<file path="config.mk">
export PLATFORM = sky130hd
export DESIGN_NAME = synthesijer_fp_result_rx
export DESIGN_NICKNAME = d
export VERILOG_FILES = /design/src/rtl/synthesijer_fp_rx_pkg.sv /design/src/rtl/synthesijer_fp_rx_fifo.sv /design/src/rtl/synthesijer_fp_result_rx.sv
export SDC_FILE = /design/constraint.sdc
export NUM_CORES = 1
export LEC_CHECK = 0
export CAP_MARGIN = 25
export CORE_UTILIZATION = 49
export CTS_CLUSTER_DIAMETER = 60
export CTS_CLUSTER_SIZE = 12
export DETAILED_ROUTE_END_ITERATION = 10
export HOLD_SLACK_MARGIN = 0.15
export PLACE_DENSITY = 0.76
export SETUP_SLACK_MARGIN = 0.3
export SLEW_MARGIN = 20
export SYNTH_ARGS = -nofsm -noshare
export SYNTH_HDL_FRONTEND = slang
export SYNTH_SLANG_ARGS = --single-unit
</file>
<file path="constraint.sdc">
create_clock -name clk -period 2.7 [get_ports clk]
set_clock_uncertainty 0.1 [all_clocks]
set_input_delay 0.405 -clock clk [delete_from_list [all_inputs] [get_ports clk]]
set_output_delay 0.405 -clock clk [all_outputs]
set_load 0.01 [all_outputs]
</file>
<file path="src/rtl/synthesijer_fp_rx_pkg.sv">
// Shared constants and helpers for the floating-point result receiver.
package synthesijer_fp_rx_pkg;

  localparam int DEFAULT_WIDTH = 64;
  localparam int MIN_DEPTH     = 2;
  localparam int MAX_DEPTH     = 16;

  // A legal depth is a power of two within the supported range.
  function automatic bit depth_legal(input int depth);
    return (depth >= MIN_DEPTH) && (depth <= MAX_DEPTH) && ((depth & (depth - 1)) == 0);
  endfunction

  function automatic int ptr_w(input int depth);
    return $clog2(depth);
  endfunction

endpackage

</file>
<file path="src/rtl/synthesijer_fp_rx_fifo.sv">
// First-word fall-through register FIFO; a write into a full FIFO is legal
// only when the head is popped in the same cycle (the caller gates this).
module synthesijer_fp_rx_fifo
  import synthesijer_fp_rx_pkg::*;
#(
  parameter int WIDTH = DEFAULT_WIDTH,
  parameter int DEPTH = 4
) (
  input  logic                  clk_i,
  input  logic                  rst_ni,
  input  logic                  wr_en_i,
  input  logic [WIDTH-1:0]      wr_data_i,
  input  logic                  rd_en_i,
  output logic [WIDTH-1:0]      rd_data_o,
  output logic                  valid_o,
  output logic                  full_o,
  output logic [ptr_w(DEPTH):0] level_o
);

  localparam int            PW       = ptr_w(DEPTH);
  localparam logic [PW-1:0] PTR_ONE  = PW'(1);
  localparam logic [PW:0]   LVL_ONE  = (PW + 1)'(1);
  localparam logic [PW:0]   LVL_FULL = (PW + 1)'(DEPTH);

  logic [WIDTH-1:0] mem_q [DEPTH];
  logic [PW-1:0]    wr_ptr_q, wr_ptr_d;
  logic [PW-1:0]    rd_ptr_q, rd_ptr_d;
  logic [PW:0]      level_q, level_d;

  // Pointer and occupancy next-state.
  always_comb begin
    wr_ptr_d = wr_en_i ? (wr_ptr_q + PTR_ONE) : wr_ptr_q;
    rd_ptr_d = rd_en_i ? (rd_ptr_q + PTR_ONE) : rd_ptr_q;
    level_d  = level_q;
    case ({wr_en_i, rd_en_i})
      2'b10:   level_d = level_q + LVL_ONE;
      2'b01:   level_d = level_q - LVL_ONE;
      default: level_d = level_q;
    endcase
  end

  // Pointer and occupancy registers.
  always_ff @(posedge clk_i or negedge rst_ni) begin
    if (!rst_ni) begin
      wr_ptr_q <= '0;
      rd_ptr_q <= '0;
      level_q  <= '0;
    end else begin
      wr_ptr_q <= wr_ptr_d;
      rd_ptr_q <= rd_ptr_d;
      level_q  <= level_d;
    end
  end

  // Storage array, intentionally left out of reset.
  always_ff @(posedge clk_i) begin
    if (wr_en_i) begin
      mem_q[wr_ptr_q] <= wr_data_i;
    end
  end

  assign rd_data_o = mem_q[rd_ptr_q];
  assign valid_o   = (level_q != '0);
  assign full_o    = (level_q == LVL_FULL);
  assign level_o   = level_q;

endmodule

</file>
<file path="src/rtl/synthesijer_fp_result_rx.sv">
// Credit-gated result receiver for fixed-latency FP operators.
// Optional feature macro: SYNTHESIJER_FP_RX_ERR_CHECK_EN (sticky protocol error).
module synthesijer_fp_result_rx
  import synthesijer_fp_rx_pkg::*;
#(
  parameter int WIDTH = DEFAULT_WIDTH,
  parameter int DEPTH = 4
) (
  input  logic                  clk,
  input  logic                  reset,
  input  logic                  req_valid,
  output logic                  req_ready,
  output logic                  op_nd,
  input  logic                  op_valid,
  input  logic [WIDTH-1:0]      op_result,
  output logic                  res_valid,
  output logic [WIDTH-1:0]      res_data,
  input  logic                  res_ready,
  output logic [ptr_w(DEPTH):0] level,
  output logic                  err
);

  localparam int          PW      = ptr_w(DEPTH);
  localparam logic [PW:0] CNT_ONE = (PW + 1)'(1);
  localparam logic [PW:0] CNT_MAX = (PW + 1)'(DEPTH);

  if (!depth_legal(DEPTH)) begin : g_bad_depth
    $error("synthesijer_fp_result_rx: DEPTH must be a power of two in 2..16");
  end

  logic        issue_s, pop_s, full_s, wr_en_s;
  logic [PW:0] outstanding_q, outstanding_d;

  // Credits are held from issue until the consumer pops the result.
  assign req_ready = (outstanding_q != CNT_MAX);
  assign issue_s   = req_valid & req_ready;
  assign op_nd     = issue_s;
  assign pop_s     = res_valid & res_ready;
  assign wr_en_s   = op_valid & (~full_s | pop_s);

  // Outstanding credit next-state; saturates at zero against stray beats.
  always_comb begin
    outstanding_d = outstanding_q;
    case ({issue_s, pop_s})
      2'b10:   outstanding_d = outstanding_q + CNT_ONE;
      2'b01:   outstanding_d = (outstanding_q != '0) ? (outstanding_q - CNT_ONE) : outstanding_q;
      default: outstanding_d = outstanding_q;
    endcase
  end

  // Outstanding credit register.
  always_ff @(posedge clk or negedge reset) begin
    if (!reset) begin
      outstanding_q <= '0;
    end else begin
      outstanding_q <= outstanding_d;
    end
  end

`ifdef SYNTHESIJER_FP_RX_ERR_CHECK_EN
  logic [PW:0] inflight_q, inflight_d;
  logic        err_q, err_d;

  // Operations in the operator pipeline and the sticky error flag.
  always_comb begin
    inflight_d = inflight_q;
    case ({issue_s, op_valid})
      2'b10:   inflight_d = inflight_q + CNT_ONE;
      2'b01:   inflight_d = (inflight_q != '0) ? (inflight_q - CNT_ONE) : inflight_q;
      default: inflight_d = inflight_q;
    endcase
    err_d = err_q
          | (op_valid & (inflight_q == '0))
          | (op_valid & full_s & ~pop_s);
  end

  // In-flight counter and error register.
  always_ff @(posedge clk or negedge reset) begin
    if (!reset) begin
      inflight_q <= '0;
      err_q      <= 1'b0;
    end else begin
      inflight_q <= inflight_d;
      err_q      <= err_d;
    end
  end

  assign err = err_q;
`else
  assign err = 1'b0;
`endif

  synthesijer_fp_rx_fifo #(
    .WIDTH(WIDTH),
    .DEPTH(DEPTH)
  ) u_fifo (
    .clk_i    (clk),
    .rst_ni   (reset),
    .wr_en_i  (wr_en_s),
    .wr_data_i(op_result),
    .rd_en_i  (pop_s),
    .rd_data_o(res_data),
    .valid_o  (res_valid),
    .full_o   (full_s),
    .level_o  (level)
  );

endmodule

</file>
---- After elaboration in Yosys (flattened, before gate mapping) ----
Memories as Yosys holds them, arrays and structs flattened.
Index checks and enable logic that the tools add are counted.
storage, ports and cells
  RAM bits ................................ 256
  logic and storage cells ................. 33
  register bits after elaboration ......... 10
  output and inout bits ................... 71
  input port bits ......................... 69
  memories ................................ 1
operators by class
  bitwise gates (word level) .............. 5
  reductions and logical operators ........ 5
  multiplexer cells ....................... 5
  eq/ne operators ......................... 7
  $add $sub $neg .......................... 6
memories
  name          words  bits a word  read ports  clocked after Yosys merged registers in  wr ports  line                          source
  u_fifo.mem_q  4      64           1           0                                        1         synthesijer_fp_rx_fifo.sv:25  logic [WIDTH-1:0] mem_q [DEPTH];
operators with widths
  cell                   number
  $pmux W3 S2            2
  $add A3 B1 Y3 const B  2
  $reduce_bool A3 Y1     2
  $sub A3 B1 Y3 const B  2
  $add A2 B1 Y2 const B  2
  $eq A2 B1 Y1 const B   2
  $eq A2 B2 Y1 const B   2
  $reduce_bool A2 Y1     2
  $and A1 B1 Y1          3
  $eq A3 B3 Y1 const B   1
  $mux W3                1
  $ne A3 B3 Y1 const B   1
  $mux W1                2
  $ne A2 B2 Y1 const B   1
  $reduce_and A2 Y1      1
  $not A1 Y1             1
  $or A1 B1 Y1           1

---- Logic depth before layout (Yosys ltp) ----
Gate-level depths: netlist (run 1).
  depth after elaboration ................. 6
  depth in mapped cells ................... 8
  gate-level depth less buffers ........... 8

---- Hierarchy ----
A second synthesis (run 1) with hierarchy kept.
second synthesis, totals
  cells, all modules ...................... 410
  area total of the unflattened synthesis .. 9963.3 µm²
modules (own cells, without submodules)
  module                    cells an instance  area each (µm²)  instances  sequential area each (µm²)
  synthesijer_fp_rx_fifo    370                9630.5           1          7862.5
  synthesijer_fp_result_rx  40                 332.8            1          75.1

---- Least setup slack after synthesis (run 1) ----
No wires, ideal clock.
  path type ............................... register -> register
  start ................................... register u_fifo.level_q[2], in the netlist u_fifo.level_o[2]
  end ..................................... memory u_fifo.mem_q[2][0] in the netlist's numbering, enable pin
  period minus slack after synthesis ...... 2765 ps
  data arrival time ....................... 2236 ps
  path slack .............................. -65 ps
  cell stages (with the launch flop) ...... 4
  path through ............................ dfrtp_1 inv_2 o41a_4 and2_1
between the ends
  longest elaborated chain between the ends .. 6
RTL lines
  item                                                line                                                            source
  start, declared                                     synthesijer_fp_rx_fifo.sv:28                                    logic [PW:0] level_q, level_d;
  start signal, assigned                              synthesijer_fp_rx_fifo.sv:51                                    level_q <= level_d;
  $reduce_bool A3 Y1 or $eq A3 B3 Y1 (tied branches)  synthesijer_fp_rx_fifo.sv:63, synthesijer_fp_rx_fifo.sv:64
  $and A1 B1 Y1 or $not A1 Y1 (tied branches)         synthesijer_fp_result_rx.sv:38, synthesijer_fp_result_rx.sv:39
  $or A1 B1 Y1 (*)                                    synthesijer_fp_result_rx.sv:39                                  assign wr_en_s = op_valid & (~full_s | pop_s);
  $and A1 B1 Y1 (*)                                   synthesijer_fp_result_rx.sv:39
  $mux W1 (*)                                         synthesijer_fp_rx_fifo.sv:57                                    if (wr_en_i) begin
  $mux W1 (implied by the code) (*)                   synthesijer_fp_rx_fifo.sv:58                                    mem_q[wr_ptr_q] <= wr_data_i;
  end, declared                                       synthesijer_fp_rx_fifo.sv:25
Every way passes the cells marked *; elsewhere a longest branch is shown, timed or not.

---- Worst setup path after layout (run 1) ----
  start ................................... register u_fifo.rd_ptr_q[0]
  end ..................................... output port res_data[15]
between the ends
  longest elaborated chain between the ends .. 1
RTL lines
  item                    line                            source
  start, declared         synthesijer_fp_rx_fifo.sv:27    logic [PW-1:0] rd_ptr_q, rd_ptr_d;
  start signal, assigned  synthesijer_fp_rx_fifo.sv:50    rd_ptr_q <= rd_ptr_d;
  $mem_v2 Z4 W64          n/a
  end, declared           synthesijer_fp_result_rx.sv:17  output logic [WIDTH-1:0] res_data,
No other way between the ends.

==> results of run 1 <==
-- flip-flops by register name, indices dropped and copies added, names as in the netlist --
signal / flops
u_fifo.level_o: 3
outstanding_q: 3
u_fifo.mem_q: 256
u_fifo.rd_ptr_q: 2
u_fifo.wr_ptr_q: 2
-- cells in the final DEF, fill, tap and decap left out, types with 2 or more instances in the layout --
| cell | n |
|---|---|
| dfrtp_1 | 6 |
| nor2_1 | 5 |
| mux4_2 | 64 |
| and2_4 | 4 |
| clkbuf_1 | 20 |
| buf_12 | 16 |
| dfrtp_2 | 2 |
| nand2b_1 | 2 |
| nand2_1 | 5 |
| buf_2 | 18 |
| ha_1 | 5 |
| a21boi_1 | 2 |
| buf_16 | 7 |
| clkbuf_16 | 27 |
| dfrtp_4 | 2 |
| o31ai_1 | 2 |
| o21ai_0 | 3 |
| xnor2_1 | 7 |
| buf_4 | 20 |
| buf_6 | 51 |
| nand4_1 | 2 |
| edfxtp_1 | 256 |
| clkdlybuf4s50_1 | 73 |
| inv_1 | 5 |
-- per-layer routing --
layer  wire (um)  share of wire  GRT usage
met2        9830           0.51      0.326
met3         898          0.046     0.0321
met4         306          0.016     0.0465
met5           0              0          0
met1        8290           0.43      0.254
-- power groups by stage --
stage	Combinational [mW]	Sequential, mW	Clock, mW
finish	5.53	5.73	3.27
global route	5.90	5.79	3.50
CTS	5.30	5.73	3.35
detailed placement	4.73	5.90	0
global placement	4.67	5.84	0
floorplan	2.57	5.70	0
-- cell type report --
cell class                      count  area, um2
Clock buffer                       47        751
Tap cell                          265        332
Timing Repair Buffer              188       2090
Inverter                            6       22.5
Multi-Input combinational cell    120       1880
Fill cell                        1320       6620
Sequential cell                   266       7950
Clock inverter                      1       11.3
Antenna cell                        1       2.50
-- worst max-delay path by stage --
stage | from | to | cells past startpoint
4_1_cts | u_fifo.rd_ptr_q[0]$_DFFE_PN0N_ | res_data[15] | 5
6_report | u_fifo.rd_ptr_q[0]$_DFFE_PN0N_ | res_data[15] | 5
5_1_grt | u_fifo.rd_ptr_q[0]$_DFFE_PN0N_ | res_data[15] | 5
3_3_place_gp | req_valid | outstanding_q[2]$_DFFE_PN0P_ | 7
2_1_floorplan | u_fifo.level_o[0]$_DFFE_PN0P_ | outstanding_q[2]$_DFFE_PN0P_ | 7
3_5_place_dp | req_valid | outstanding_q[2]$_DFFE_PN0P_ | 7
-- synth_stat cells --
cell      count  area, um2
edfxtp_1    256       7690
mux4_2       64       1440
dfrtp_1      10        250
xnor2_1       7       61.3
buf_2         6       30.0
buf_4         6       45.0
ha_1          5       62.6
inv_1         5       18.8
nand2_1       5       18.8
nor2_1        5       18.8
and2_1        4       25.0
buf_1         3       11.3
clkbuf_1      3       11.3
o21ai_0       3       15.0
a21boi_1      2       15.0
nand2b_1      2       12.5
nand4_1       2       12.5
o31ai_1       2       15.0
a211oi_2      1       12.5
a21boi_2      1       11.3
a21oi_1       1       5.00
a22oi_1       1       7.51
a31oi_1       1       6.26
and3_1        1       6.26
conb_1        1       3.75
fa_1          1       20.0
inv_2         1       3.75
mux2i_1       1       10.0
nand3_1       1       5.00
nor2b_1       1       6.26
nor3_1        1       5.00
o21ai_1       1       5.00
o31a_1        1       8.76
o41a_1        1       11.3
o41a_4        1       21.3
o41ai_2       1       16.3
or2_2         1       6.26
xor2_1        1       8.76
-- what timing repair did --
action                                  in CTS  in global routing
gates cloned                                 6                  0
hold buffers                                 1                  0
endpoints found under the setup margin      65                 65
pin swaps                                    0                  0
setup buffers                               17                  2
gates resized for setup                    299                 23
hold endpoints to repair                     8                  0
-- cell families (layout without fill, tap and decap cells) --
family	after synthesis	after routing	synth area share
DFF	266	266	0.799
muxes	65	65	0.146
buffers and inverters	24	242	0.0121
and+or+nand+nor	23	23	0.0117
AOI/OAI and AO/OA	17	17	0.0151
xor gates and xnor gates	8	8	0.00705
adders and majority gates	6	6	0.00831
other	1	2	0.000378
==> metrics.yaml, run 1 <==
clock_network:
  htreeDepth: 1
  cts.path.max_buffers: 3
  root_buffer: "clkbuf_16"
  clk_pin_slew_ns: 0.06
  cts_tree: "built"
  cts.sinks: 266
  cts_buffers: 26
  insertion_delay_ns: 0.51
drt:
  drt-initial-drc-count: 326
  dr.pass1.iters: 4
  wire_per_inst_um: 21.6
  drc: 0
  ant_nets: 0
  avgViaCountPerCell: 5.37
  dr_total_vias: 4801
  wl_um: 19300
placed_design:
  gp_congestion: 0.737
  io_buffers: 138
  dp.cells: 819
  dpl.hpwl_um: 11600
  place_ws_ns: 0.249
  dpl_cell_area_um2: 11900
sta:
  hold_viol: 0
  setup_ws_ns: 0.149
  rsz0062_at_grt: "true"
  slew_headroom: 0.652
  fin_hold_ws_ns: 0.424
  finalSetupViolCount: 0
  min_period_over_period: 0.945
  fin_tns_setup_ns: 0
  max_freq_mhz: 392
  post-route-min-period_ns: 2.55
  worst_pin_slew_ns: 0.520
  slew_viol_final: 0
worst_hold_path:
  min_from: "op_result[20]"
  whs_path_depth: 1
  hold_class: "in -> reg"
  whs_endpoint: "u_fifo.mem_q[3][20]$_DFFE_PP_"
global_routing:
  grt_overflow_total: 0
  antenna_found_initial: 1
  grt_pass1_vias: 5095
  track_usage: 0.190
  grt_pass1_wl_um: 28800
  grt_max_degree: 29
floorplan:
  rows: 51
  dieArea_um2: 20800
  pin_count: 140
  fp.dieH_um: 144
  core_um2: 19700
  start_util: 0.505
  die_width_um: 144
final_layout:
  area_growth_pct: 31.3
  drive_gt1_frac: 0.349
  utilization: 0.663
  design_area_um2: 13000
  finalNetCount: 683
  instances_no_fill: 894
yosys:
  synth.avg_cell_area_um2: 24.2
  synth_fp_nets: 485
  netlist_area_um2: 9930
  synth_warnings: 0
  synth-seq-cells: 266
  ys_seq_area_frac: 0.799
  synth_cell_types: 38
  synthCells: 410
setup_path:
  worst_setup_path_end_kind: "primary output"
  crit_path_frequent_cell: "buf_6"
  timing.rr.end: "outstanding_q[2]$_DFFE_PN0P_"
  cp_cell_sequence: "buf_6 > buf_12 > buf_16 > mux4_2 > buf_6"
  crit_family: "flip-flops"
  cp.arrival_ns: 2.05
  crit_path_start_kind: "register"
  critPathSlowestCell: "dfrtp_4"
  critical_path_buf_inv_count: 4
  regToRegSetupSlack_ns: 0.61
  crit_fanout: 7
  worstPathRequired_ns: 2.19
  rr_startpoint: "u_fifo.level_o[0]$_DFFE_PN0P_"
  critical_path_class: "reg -> out"
  r2r_cells: 6
  critPathMaxStageDelay_ns: 0.54
pwr:
  ir_drop_mv: 0.772
  power.density_nw_per_um2: 1110
  pwr-share-seq: 0.394
  p_leak_nw: 4.45
  swShare: 0.282
  intPower_mw: 10.4
  p_clk_frac: 0.225
  power_mw: 14.5
  combPwrFrac: 0.381
  switchingPower_mw: 4.10
run_status:
  status: "finished, final reports clean"
flow_run:
  max_cap_violations: 0
(Power assumes the default switching activity.)
==> run 2: changes to the inputs <==
--- a/config.mk
+++ b/config.mk
@@ -6,6 +6,7 @@
 export NUM_CORES = 1
 export LEC_CHECK = 0
 export CAP_MARGIN = 25
+export CORE_ASPECT_RATIO = 1.2
 export CORE_UTILIZATION = 49
 export CTS_CLUSTER_DIAMETER = 60
 export CTS_CLUSTER_SIZE = 12
==> run 2 against run 1 <==
  * Core utilization shrank 1.0 points
  * Via count down 2.0%
  * Sequential share of layout area is 0.84 points higher
  * Final cell count down 2.7%
  * Design area down 1.4%
  * Clock-buffer cell count is the same
  * Combinational power down 3%
  * Critical endpoint is now res_data[3]
  * Largest power group unchanged
==> metrics.yaml, run 2 (same netlist as run 1, synthesis figures left out) <==
clock_network:
  root_buffer: "clkbuf_16"  # unchanged
  htreeDepth: 1  # unchanged
  cts_tree: "built"  # unchanged
  cts.sinks: 266  # unchanged
  cts.path.max_buffers: 3  # unchanged
  clk_pin_slew_ns: 0.06  # about the same
  insertion_delay_ns: 0.51  # about the same
  cts_buffers: 26  # unchanged
drt:
  wire_per_inst_um: 21.6  # about the same
  drc: 0  # unchanged
  wl_um: 18800  # was 19300 um
  dr_total_vias: 4703  # was 4801
  dr.pass1.iters: 4  # unchanged
  avgViaCountPerCell: 5.41  # was 5.37
  drt-initial-drc-count: 334  # was 326
  ant_nets: 0  # unchanged
pwr:
  ir_drop_mv: 1.06  # was 0.772 mV
  power.density_nw_per_um2: 1120  # was 1110 nW/um2
  power_mw: 14.3  # was 14.5 mW
  p_leak_nw: 4.35  # was 4.45 nW
setup_path:
  timing.rr.end: "outstanding_q[2]$_DFFE_PN0P_"  # unchanged
  cp-endpoint: "res_data[3]"  # was res_data[15]
  rr_startpoint: "u_fifo.level_o[0]$_DFFE_PN0P_"  # unchanged
  crit_fanout: 7  # unchanged
  worst_setup_path_end_kind: "primary output"  # unchanged
  regToRegSetupSlack_ns: 0.61  # about the same
  critPathSlowestCell: "dfrtp_4"  # unchanged
  critical_path_buf_inv_count: 4  # unchanged
  crit_start: "u_fifo.rd_ptr_q[0]$_DFFE_PN0N_"  # unchanged
  critPathMaxStageDelay_ns: 0.49  # was 0.54 ns
  critical_path_class: "reg -> out"  # unchanged
  crit_cells: 5  # unchanged
  worstPathRequired_ns: 2.19  # about the same
  cp_cell_sequence: "buf_12 > buf_12 > buf_16 > mux4_2 > buf_6"  # was buf_6 > buf_12 > buf_16 > mux4_2 > buf_6
  crit_path_start_kind: "register"  # unchanged
  r2r_cells: 6  # unchanged
  crit_path_frequent_cell: "buf_12"  # was buf_6
  cp.arrival_ns: 2.03  # was 2.05 ns
  crit_family: "buffers and inverters"  # was flip-flops
final_layout:
  final_common_cell: "edfxtp_1"  # unchanged
  instances_no_fill: 870  # was 894
  insertedDiodeCount: 0  # was 1
  drive_gt1_frac: 0.328  # was 0.349
  top_register: "u_fifo.mem_q"  # unchanged
  design_area_um2: 12900  # was 13000 um2
  largest_register_ffs: 256  # unchanged
  num-fill-cells: 1233  # was 1320
  final_cell_mix: "edfxtp_1 (256), clkdlybuf4s50_1 (74), mux4_2 (64)"  # was edfxtp_1 (256), clkdlybuf4s50_1 (73), mux4_2 (64)
  finalNetCount: 664  # was 683
  utilization: 0.653  # was 0.663
  area_growth_pct: 29.5  # was 31.3%
sta:
  post-route-min-period_ns: 2.53  # was 2.55 ns
  fin_tns_setup_ns: 0  # unchanged
  slew_headroom: 0.352  # was 0.652
  slew_viol_final: 0  # unchanged
  finalSetupViolCount: 0  # unchanged
  worst_pin_slew_ns: 0.972  # was 0.520 ns
  hold_viol: 0  # unchanged
  max_freq_mhz: 395  # was 392 MHz
  min_period_over_period: 0.938  # was 0.945
  fin_hold_ws_ns: 0.423  # was 0.424 ns
  setup_ws_ns: 0.168  # was 0.149 ns
  rsz0062_at_grt: "true"  # unchanged
floorplan:
  core_um2: 19700  # about the same
  die_width_um: 132  # was 144 um
  rows: 56  # was 51
  dieArea_um2: 20800  # about the same
  fp.dieH_um: 158  # was 144 um
  start_util: 0.504  # was 0.505
  pin_count: 140  # unchanged
global_routing:
  antenna_found_initial: 0  # was 1
  grt_pass1_vias: 4971  # was 5095
  grt_pass1_wl_um: 28400  # was 28800 um
  grt_max_degree: 65  # was 29
  track_usage: 0.182  # was 0.190
  grt_overflow_total: 0  # unchanged
placed_design:
  place_ws_ns: 0.262  # was 0.249 ns
  gp_congestion: 0.724  # was 0.737
  dpl.hpwl_um: 10700  # was 11600 um
  dpl_cell_area_um2: 11700  # was 11900 um2
  io_buffers: 138  # unchanged
  dp.cells: 803  # was 819
flow_run:
  max_cap_violations: 0  # unchanged
run_status:
  status: "finished, final reports clean"  # unchanged
worst_hold_path:
  hold_class: "in -> reg"  # unchanged
-- run 2: timing repair --
action	4_1_cts	5_1_grt
endpoints found under the hold margin	10	0
buffers inserted	9	1
gates resized for setup	306	21
cloned	8	0
hold buffers	1	0
endpoints found under the setup margin	64	64
-- run 2: routing by layer --
layer,track usage,share of wire
met5,0,0
met4,0.0437,0.015
met3,0.0298,0.044
met2,0.338,0.56
met1,0.224,0.38
-- run 2: power breakdown --
| part | switching (mW) | total (mW) | leakage (nW) | internal [mW] |
|---|---|---|---|---|
| Clock | 1.37 | 3.24 | 0.362 | 1.87 |
| Combinational | 2.37 | 5.38 | 1.53 | 3.00 |
| Sequential | 0.277 | 5.73 | 2.46 | 5.45 |
| Total | 4.02 | 14.3 | 4.35 | 10.3 |
-- run 2: worst min-delay path by stage --
| stage | startpoint | to | slack [ns] | cells after the start |
|---|---|---|---|---|
| 6_report | op_result[59] | u_fifo.mem_q[0][59]$_DFFE_PP_ | 0.42 | 1 |
| 5_1_grt | op_result[27] | u_fifo.mem_q[3][27]$_DFFE_PP_ | 0.42 | 1 |
| 4_1_cts | op_result[27] | u_fifo.mem_q[0][27]$_DFFE_PP_ | 0.41 | 1 |
| 3_5_place_dp | u_fifo.level_o[2]$_DFFE_PN0P_ | u_fifo.level_o[2]$_DFFE_PN0P_ | 0.48 | 1 |
| 3_3_place_gp | u_fifo.level_o[2]$_DFFE_PN0P_ | u_fifo.level_o[2]$_DFFE_PN0P_ | 0.45 | 1 |
| 2_1_floorplan | reset | outstanding_q[0]$_DFFE_PN0P_ | 0.009 | 0 |
-- run 2: final cells by class --
cell class,count,area [um2],area share
clock inverter,1,11.3,0.000876
inverter,6,22.5,0.00175
clock buffer,47,751,0.0584
multi-input combinational,120,1880,0.147
sequential,266,7950,0.618
tap,261,327,0.0254
timing repair buffer,169,1920,0.149
-- run 2: worst register-to-register path: stages (launching register included) --
cell,delay [ns]
dfrtp_1,0.46
o31ai_1,0.34
nor2_1,0.09
xor2_1,0.15
ha_1,0.22
o41a_1,0.44
a211oi_2,0.20
==> run 3: changes to the inputs <==
--- a/config.mk
+++ b/config.mk
@@ -5,14 +5,16 @@
 export SDC_FILE = /design/constraint.sdc
 export NUM_CORES = 1
 export LEC_CHECK = 0
-export CAP_MARGIN = 25
+export CAP_MARGIN = 20
+export CELL_PAD_IN_SITES_DETAIL_PLACEMENT = 1
+export CELL_PAD_IN_SITES_GLOBAL_PLACEMENT = 1
 export CORE_ASPECT_RATIO = 1.2
-export CORE_UTILIZATION = 49
+export CORE_UTILIZATION = 43
 export CTS_CLUSTER_DIAMETER = 60
 export CTS_CLUSTER_SIZE = 12
 export DETAILED_ROUTE_END_ITERATION = 10
 export HOLD_SLACK_MARGIN = 0.15
-export PLACE_DENSITY = 0.76
+export PLACE_DENSITY_LB_ADDON = 0.1
 export SETUP_SLACK_MARGIN = 0.3
 export SLEW_MARGIN = 20
 export SYNTH_ARGS = -nofsm -noshare
==> run 3 against run 2 <==
  * Critical path depth rose by 1
  * Total power increased by 2.2%
  * Register-to-register slack got worse by 0.04 ns
  * First-iteration DRC count decreased by 51%
  * Design area increased by 0.85%
  * Core utilization down 7.7 points
  * Sequential share of layout area shrank 0.52 points
  * Clock power barely moved
  * Flip-flop and latch count is the same
==> metrics.yaml, run 3 (same netlist as run 1, synthesis figures left out) <==
global_routing:
  grt_pass1_wl_um: 30900  # was 28400 um
  grt_pass1_vias: 5228  # was 4971
  antenna_found_initial: 1  # was 0
  grt_max_degree: 65  # unchanged
  track_usage: 0.177  # was 0.182
  grt_overflow_total: 0  # unchanged
clock_network:
  htreeDepth: 1  # unchanged
  insertion_delay_ns: 0.51  # about the same
  cts_buffers: 26  # unchanged
  root_buffer: "clkbuf_16"  # unchanged
  clk_pin_slew_ns: 0.06  # about the same
  cts_tree: "built"  # unchanged
  cts.sinks: 266  # unchanged
  cts.path.max_buffers: 3  # unchanged
sta:
  slew_viol_final: 0  # unchanged
  worst_pin_slew_ns: 1.03  # was 0.972 ns
  finalSetupViolCount: 0  # unchanged
  hold_viol: 0  # unchanged
  min_period_over_period: 0.975  # was 0.938
  rsz0062_at_grt: "true"  # unchanged
  max_freq_mhz: 380  # was 395 MHz
  fin_tns_setup_ns: 0  # unchanged
  slew_headroom: 0.313  # was 0.352
  post-route-min-period_ns: 2.63  # was 2.53 ns
setup_path:
  crit_fanout: 7  # unchanged
  critPathMaxStageDelay_ns: 0.50  # was 0.49 ns
  crit_path_start_kind: "register"  # unchanged
  critical_path_class: "reg -> out"  # unchanged
  worstPathRequired_ns: 2.19  # about the same
  worst_setup_path_end_kind: "primary output"  # unchanged
  cp_cell_sequence: "buf_6 > buf_12 > buf_16 > buf_12 > mux4_2 > buf_6"  # was buf_12 > buf_12 > buf_16 > mux4_2 > buf_6
  critPathSlowestCell: "dfrtp_4"  # unchanged
  critical_path_buf_inv_count: 5  # was 4
  cp.arrival_ns: 2.13  # was 2.03 ns
  crit_family: "buffers and inverters"  # unchanged
pwr:
  intPower_mw: 10.5  # was 10.3 mW
  p_leak_nw: 4.39  # was 4.35 nW
  power.density_nw_per_um2: 1130  # was 1120 nW/um2
  combPwrFrac: 0.383  # was 0.375
  pwr-share-seq: 0.394  # was 0.399
  switchingPower_mw: 4.17  # was 4.02 mW
  ir_drop_mv: 0.693  # was 1.06 mV
  swShare: 0.284  # was 0.280
  p_clk_frac: 0.223  # was 0.226
final_layout:
  area_growth_pct: 30.6  # was 29.5%
  final_common_cell: "edfxtp_1"  # unchanged
  drive_gt1_frac: 0.334  # was 0.328
  finalNetCount: 668  # was 664
  num-fill-cells: 1907  # was 1233
  instances_no_fill: 893  # was 870
  largest_register_ffs: 256  # unchanged
  final_cell_mix: "edfxtp_1 (256), clkdlybuf4s50_1 (74), mux4_2 (64)"  # unchanged
  top_register: "u_fifo.mem_q"  # unchanged
  utilization: 0.576  # was 0.653
worst_hold_path:
  hold_class: "in -> reg"  # unchanged
drt:
  dr.pass1.iters: 4  # unchanged
  dr_total_vias: 4714  # was 4703
  wire_per_inst_um: 22.8  # was 21.6 um
  avgViaCountPerCell: 5.28  # was 5.41
  ant_nets: 0  # unchanged
  wl_um: 20400  # was 18800 um
  drc: 0  # unchanged
  drt-initial-drc-count: 165  # was 334
floorplan:
  pin_count: 140  # unchanged
  dieArea_um2: 23700  # was 20800 um2
  core_um2: 22500  # was 19700 um2
  rows: 60  # was 56
  die_width_um: 141  # was 132 um
  start_util: 0.441  # was 0.504
  fp.dieH_um: 168  # was 158 um
flow_run:
  max_cap_violations: 0  # unchanged
placed_design:
  dpl.hpwl_um: 10900  # was 10700 um
  gp_congestion: 0.669  # was 0.724
  io_buffers: 138  # unchanged
  dp.cells: 818  # was 803
run_status:
  status: "finished, final reports clean"  # unchanged
[run 3: changes by cell type in the layout (fill, tap and decap cells not counted), moves of 2 or more]
cell	before	now
buf_4	7	9
buf_12	11	9
buf_2	20	10
buf_6	45	59
[run 3: through the flow]
step	hold slack (ns)	total power, mW	cell area, um2	worst slack [ns]
5_1_grt	0.410	15.3	13000	0.0211
6_report	0.419	14.7	13000	0.0683
2_1_floorplan	0.00941	8.26	9940	0.540
3_3_place_gp	0.466	10.5	11700	0.181
4_1_cts	0.401	14.6	12800	0.0620
3_5_place_dp	0.483	10.6	11700	0.160
[run 3: repair_timing]
item	in CTS	in global routing
setup buffers	15	2
resized for setup	312	27
endpoints found under the hold margin	10	0
hold buffers	1	0
setup endpoints to repair	65	65
cloned	7	1
pin swaps	0	0
[run 3: area by class of cell]
class,instances,area (um2),area share
Timing Repair Buffer,173,2000,0.154
Inverter,6,22.5,0.00174
Multi-Input combinational cell,120,1880,0.145
Antenna cell,1,2.50,0.000193
Sequential cell,266,7950,0.613
Tap cell,279,349,0.0269
Clock inverter,2,13.8,0.00106
Clock buffer,46,747,0.0576
[run 3: metal layers]
metal  global-route usage  vias to the layer above  routed length, um  part of all wire
met1                0.217                     2470               8090              0.40
met5                    0                        -                  0                 0
met2                0.324                      112              11100              0.54
li1                     -                     2102                  -                 -
met4               0.0454                        0                283             0.014
met3               0.0308                       30                958             0.047
[run 3: worst paths after layout]
check | to | slack, ns | from | cells after the start
min in group asynchronous | u_fifo.level_o[1]$_DFFE_PN0P_ | 0.69 | reset | 2
setup / recovery | res_data[61] | 0.07 | u_fifo.rd_ptr_q[0]$_DFFE_PN0N_ | 6
setup reg to reg | outstanding_q[2]$_DFFE_PN0P_ | 0.57 | u_fifo.level_o[0]$_DFFE_PN0P_ | 6
hold reg to reg | u_fifo.level_o[2]$_DFFE_PN0P_ | 0.49 | u_fifo.level_o[2]$_DFFE_PN0P_ | 1
hold / removal | u_fifo.mem_q[0][21]$_DFFE_PP_ | 0.42 | op_result[21] | 1
max in group asynchronous | u_fifo.rd_ptr_q[1]$_DFFE_PN0N_ | 1.42 | reset | 2
[run 3: worst reg2reg max path, cell delays in order, from the launching register on]
cell and delay (ns):
dfrtp_1 0.45, o31ai_1 0.36, nor2_1 0.09, xor2_1 0.16
ha_1 0.23, o41a_1 0.45, a211oi_2 0.20
[run 3: power by group through the flow]
stage	registers, mW	clock network [mW]	logic [mW]
2_1_floorplan	5.70	0	2.57
6_report	5.77	3.27	5.62
4_1_cts	5.79	3.37	5.41
3_5_place_dp	5.87	0	4.71
5_1_grt	5.84	3.50	6.00
3_3_place_gp	5.80	0	4.67
==> variant 1 (config.mk and constraints of run 2) <==
`DEPTH` is set to 4 in 2 places; all go to 2.
--- a/src/rtl/synthesijer_fp_rx_fifo.sv
+++ b/src/rtl/synthesijer_fp_rx_fifo.sv
@@ -4,7 +4,7 @@
   import synthesijer_fp_rx_pkg::*;
 #(
   parameter int WIDTH = DEFAULT_WIDTH,
-  parameter int DEPTH = 4
+  parameter int DEPTH = 2
 ) (
   input  logic                  clk_i,
   input  logic                  rst_ni,
--- a/src/rtl/synthesijer_fp_result_rx.sv
+++ b/src/rtl/synthesijer_fp_result_rx.sv
@@ -4,7 +4,7 @@
   import synthesijer_fp_rx_pkg::*;
 #(
   parameter int WIDTH = DEFAULT_WIDTH,
-  parameter int DEPTH = 4
+  parameter int DEPTH = 2
 ) (
   input  logic                  clk,
   input  logic                  reset,
Ports: changed (resized level); port bits go from 140 to 139. No check against the original RTL was run, so the function may have changed too.
==> variant 1 against run 2 <==
- area after synthesis is 50% lower
- total power shrank 46%
- sequential cell count fell by 132
- cell count shrank 39%
- routed wire length is 48% lower
- setup slack gained 0.063 ns
- final area shrank 44%
- count of clock-buffer cells in the layout fell by 28
- largest cell class unchanged
- highest routed layer unchanged
==> variant 1: results (changes against run 2) <==
Global route
  – Met1 Use GR: 0.203 (-0.0210)
  – Total track usage: 0.191 (+0.00849)
  – Met3 usage: 0.0684 (+0.0386)
  – Vias in the first global route: 2,811 (-43%)
  – Global-route wire length before repair: 14,300 um (-50%)
  – Initial antenna violation count: 0 (unchanged)
  – GR met2 Demand/Resource: 0.337 (-0.00115)

Detailed routing
  – WL per Instance: 18.6 um (-14%)
  – Routed WL: 9840 um (-48%)
  – Routed length on met1: 3610 um (-50%)
  – DR WL met2: 5450 um (-48%)
  – Met3 WL: 629 um (-24%)
  – Iteration-0 DRC Markers: 125 (-63%)
  – Via Count: 2,687 (-43%)

Synth
  – Post-synth top cells: edfxtp_1 (128), mux2_2 (64), buf_4 (6), dfrtp_1 (6), xnor2_1 (5)
  – Mux contribution to synthesized area: 0.145 (-0.000641)
  – Syn nets: 303 (-38%)
  – Seq/Total Area, Yosys: 0.806 (+0.00707)
  – Synth Area in Compound Gates: 0.0104 (-0.00476)
  – Adder and majority cell fraction of the synthesized area: 0.00253 (-0.00579)
  – Asr flop ratio synth: 0.0448 (+0.00718)
  – Mapped Avg Cell Area: 21.3 um2 (-12%)
  – Post-Synth XOR/XNOR Area: 0.00884 (+0.00179)
  – Number of synthesized flops with an enable pin: 128 (-50%)

Final layout
  – Layout cells sized above 1: 0.265 (-0.0631)
  – Max FFs per register: 128 (-50%)
  – Total Nets Final: 464 (-30%)
  – Antenna cell count: 0 (unchanged)

Clocking
  – CTS buffer count: 17 (-35%)
  – Post-CTS setup buffers: 3 (-6)
  – H-tree depth: 4 (+3)
  – Clock Path Buffers: 2 (-1)
  – Worst-path clk slew: 0.05 ns
  – Clk Latency, worst-skew pair: 0.40 ns (-0.11 ns)
  – CTS resizes: 4 (-99%)

Power and ir drop
  – Combinational share of power: 0.334 (-0.041)
  – Sw frac: 0.269 (-0.0111)
  – Maximum vdd drop: 0.621 mV (-41%)
  – Static Leak: 0.00255 uW (-41%)
  – Clk pwr: 2120 uW (-35%)

Placed design
  – Hpwl dp: 6310 um (-41%)
  – GPL Wtd Cong: 0.691 (-4.7%)
  – Placed Area: 6530 um2 (-44%)
  – I/O Buffers: 137 (-0.72%)

Critical path
  – Worst setup path end: res_data[56]
  – Crit Path Max Fanout: 23 (+16)
  – Critical Path Start: u_fifo.rd_ptr_q
  – Slack of the worst reg-to-reg path: 0.96 ns (+0.35 ns)

Worst hold path
  – Worst Hold Class: register to register
  – Hold Path End: u_fifo.wr_ptr_q
  – Min-delay src: u_fifo.wr_ptr_q

Timing
  – Final hold slack: 0.455 ns (+0.0314 ns)

Status
  – Run status: complete, no violations
==> variant 1: final cells by class <==
type | instances | area (um2)
Clock inverter | 13 | 114
Timing Repair Buffer | 150 | 1530
Tap cell | 123 | 154
Sequential cell | 134 | 4000
Fill cell | 617 | 2510
Clock buffer | 19 | 433
Inverter | 3 | 11.3
Multi-Input combinational cell | 88 | 908
==> variant 1: stage by stage <==
step	total power, uW	setup slack (ns)
finish	7680	0.231
global route	7990	0.172
CTS	7720	0.199
detailed placement	5550	0.463
global placement	5500	0.469
floorplan	4260	-0.137
==> variant 1: kinds of logic (layout without fill, tap and decap cells) <==
logic type,Yosys count,count (layout)
AO/OA/AOI/OAI,5,5
XOR/XNOR,5,5
adder cells (fa/ha/maj),1,1
buffers and inverters,11,185
flip-flops,134,134
multiplexers,64,64
other,1,1
AND/OR/NAND/NOR,12,12
==> variant 1: critical path, stage by stage (launching register included) <==
cell,delay (ns)
dfrtp_4,0.50
buf_12,0.20
mux2_2,0.36
clkdlybuf4s50_1,0.50
==> variant 2 (config.mk and constraints of run 2) <==
Made on the original files. Register the output `level`, with the module's reset; this adds one clock of latency there. The other outputs are not delayed to match.
--- a/src/rtl/synthesijer_fp_result_rx.sv
+++ b/src/rtl/synthesijer_fp_result_rx.sv
@@ -23,6 +23,8 @@
   localparam int          PW      = ptr_w(DEPTH);
   localparam logic [PW:0] CNT_ONE = (PW + 1)'(1);
   localparam logic [PW:0] CNT_MAX = (PW + 1)'(DEPTH);
+
+  logic [ptr_w(DEPTH):0] level_c;
 
   if (!depth_legal(DEPTH)) begin : g_bad_depth
     $error("synthesijer_fp_result_rx: DEPTH must be a power of two in 2..16");
@@ -102,8 +104,16 @@
     .rd_data_o(res_data),
     .valid_o  (res_valid),
     .full_o   (full_s),
-    .level_o  (level)
+    .level_o  (level_c)
   );
+
+  always_ff @(posedge clk or negedge reset) begin
+    if (!reset) begin
+      level <= '0;
+    end else begin
+      level <= level_c;
+    end
+  end
 
 endmodule
 
Function: changed (a bounded check fails within 4 cycles, from zero or initial values and one cycle with reset low).
==> variant 2 against run 2 <==
- maximum frequency decreased by 0.96%
- register-to-register slack got worse by 0.04 ns
- area after synthesis increased by 0.76%
- routed wire length increased by 8.9%
- largest cell class unchanged
- sequential cell count increased by 3
- non-clock buffer count increased by 5
- critical endpoint is now res_data[24]
- via count increased by 2.4%
- total power increased by 3.1%
- critical path type unchanged
- final area increased by 2.1%
- largest power group unchanged
- setup slack got worse by 0.024 ns
- utilization increased by 1.1 points
==> variant 2: results (changes against run 2) <==
Status
  – Run status: complete, no violations

Clocking
  – Clk Latency, worst-skew pair: 0.52 ns
  – Worst-path clk slew: 0.06 ns (about the same)
  – Clock Path Buffers: 3 (unchanged)
  – CTS Root Cell: clkbuf_16
  – H-tree depth: 1 (unchanged)
  – CTS buffer count: 26 (unchanged)

Placed design
  – Placed Area: 11,900 um2 (+1.5%)
  – Hpwl dp: 11,400 um (+6.5%)
  – I/O Buffers: 138 (unchanged)
  – GPL Wtd Cong: 0.712 (-1.7%)

Synth
  – Syn nets: 488 (+0.62%)
  – Seq/Total Area, Yosys: 0.801 (+0.00151)
  – Syn. warnings: 0 (unchanged)
  – Asr flop ratio synth: 0.0483 (+0.0107)
  – Synth area leaders: edfxtp_1 (77%), mux4_2 (14%), dfrtp_1 (3.3%)
  – Number of synthesized flops with an enable pin: 256 (unchanged)
  – Adder and majority cell fraction of the synthesized area: 0.00825 (-0.0000624)
  – Mux contribution to synthesized area: 0.145 (-0.00110)
  – Cell variety after synth: 38 (unchanged)
  – Post-Synth XOR/XNOR Area: 0.00700 (-0.0000529)
  – Post-synth top cells: edfxtp_1 (256), mux4_2 (64), dfrtp_1 (13)
  – Synth Area in Compound Gates: 0.0150 (-0.000113)

Global route
  – Largest net degree at the start of global routing: 66 (+1.5%)
  – Initial antenna violation count: 0 (unchanged)
  – Total track usage: 0.201 (+0.0182)
  – Global-route wire length before repair: 30,900 um (+8.6%)
  – Vias in the first global route: 5,362 (+7.9%)

Critical path
  – Slowest CP cell: dfrtp_4
  – Worst path arrival time: 2.05 ns (+0.02 ns)
  – CP delay by family, top: buffers and inverters
  – Crit Path Max Fanout: 6 (-1)
  – CP max stage delay: 0.52 ns (+0.03 ns)

Power and ir drop
  – Static Leak: 0.00447 uW (+2.7%)
  – Maximum vdd drop: 0.656 mV (-38%)
  – Sw frac: 0.285 (+0.00505)

Worst hold path
  – Worst Hold Class: input pin to asynchronous set/reset pin

Timing
  – Worst slew pin tran: 0.638 ns (-0.334 ns)

Detailed routing
  – Via Count: 4,815 (+2.4%)
  – Iteration-0 DRC Markers: 333 (-0.30%)
  – DRT Pass-1 Iters: 4 (unchanged)
  – WL per Instance: 23.3 um (+8.0%)

Final layout
  – Largest register by flop count: u_fifo.mem_q
  – Antenna cell count: 0 (unchanged)
  – Layout cells sized above 1: 0.334 (+0.00547)
  – Max FFs per register: 256 (unchanged)
  – Total Nets Final: 672 (+1.2%)
==> variant 2: cell count changes in the layout (fill, tap and decap cells not counted), sizes merged <==
cell / run 2 / this run
clkbuf: 48 / 46
clkinv: 0 / 1
dfrtp: 10 / 13
buf: 92 / 100
dlymetal6s2s: 0 / 1
dlygate4sd3: 1 / 0
bufbuf: 1 / 0
clkdlybuf4s50: 74 / 73
==> variant 2: timing repair <==
action / in CTS / in global routing
setup buffers: 8 / 0
setup endpoints to repair: 65 / 65
endpoints found under the hold margin: 0 / 0
gates cloned: 10 / 0
gates resized for setup: 313 / 21
==> variant 2: power by group through the flow <==
| stage | Clock, uW | Sequential (uW) | Combinational [uW] |
|---|---|---|---|
| 3_5_place_dp | 0 | 5860 | 4820 |
| 4_1_cts | 3300 | 5790 | 5640 |
| 6_report | 3250 | 5800 | 5740 |
| 5_1_grt | 3480 | 5870 | 6070 |
| 2_1_floorplan | 0 | 5770 | 2570 |
| 3_3_place_gp | 0 | 5790 | 4750 |
==> variant 2: through the flow <==
stage | hold slack (ns) | worst slack [ns] | cells | power [uW]
finish | 0.178 | 0.144 | 878 | 14800
global route | 0.221 | 0.0938 | 878 | 15400
CTS | 0.179 | 0.128 | 878 | 14700
detailed placement | 0.388 | 0.261 | 812 | 10700
global placement | 0.373 | 0.353 | 812 | 10500
floorplan | 0.00941 | 0.584 | 413 | 8340
==> variant 2: cells by family (layout without fill, tap and decap cells) <==
family          Yosys count  count (layout)
simple gates             23              23
xor+xnor                  8               8
compound gates           17              17
other cells               1               1
flops                   269             269
mux                      65              65
buf+inv                  24             228
fa+ha+maj                 6               6
==> variant 2: layout make-up <==
class                           count  area (um2)
Timing Repair Buffer              174        2120
Sequential cell                   269        8020
Fill cell                        1256        6630
Inverter                            6        22.5
Clock inverter                      2        25.0
Multi-Input combinational cell    120        1880
Clock buffer                       46         726
Tap cell                          261         327
==> variant 2: worst paths after layout <==
path | end | slack (ns) | cells past startpoint | from
max in group asynchronous | u_fifo.rd_ptr_q[0] | 1.85 | 1 | reset
max reg2reg | outstanding_q[2] | 0.57 | 6 | u_fifo.level_o[0]
max | res_data[24] | 0.14 | 5 | u_fifo.rd_ptr_q[0]
min | u_fifo.rd_ptr_q[1] | 0.18 | 1 | reset
min reg2reg | level[2] | 0.40 | 0 | u_fifo.level_o[2]
min in group clk | level[2] | 0.40 | 0 | u_fifo.level_o[2]
==> variant 2: layer usage <==
layer | vias to the layer above | GRT usage | part of all wire
li1 | 2114 | - | -
met1 | 2521 | 0.246 | 0.39
met2 | 157 | 0.371 | 0.55
met3 | 23 | 0.0306 | 0.045
met4 | 0 | 0.0536 | 0.014
met5 | - | 0 | 0
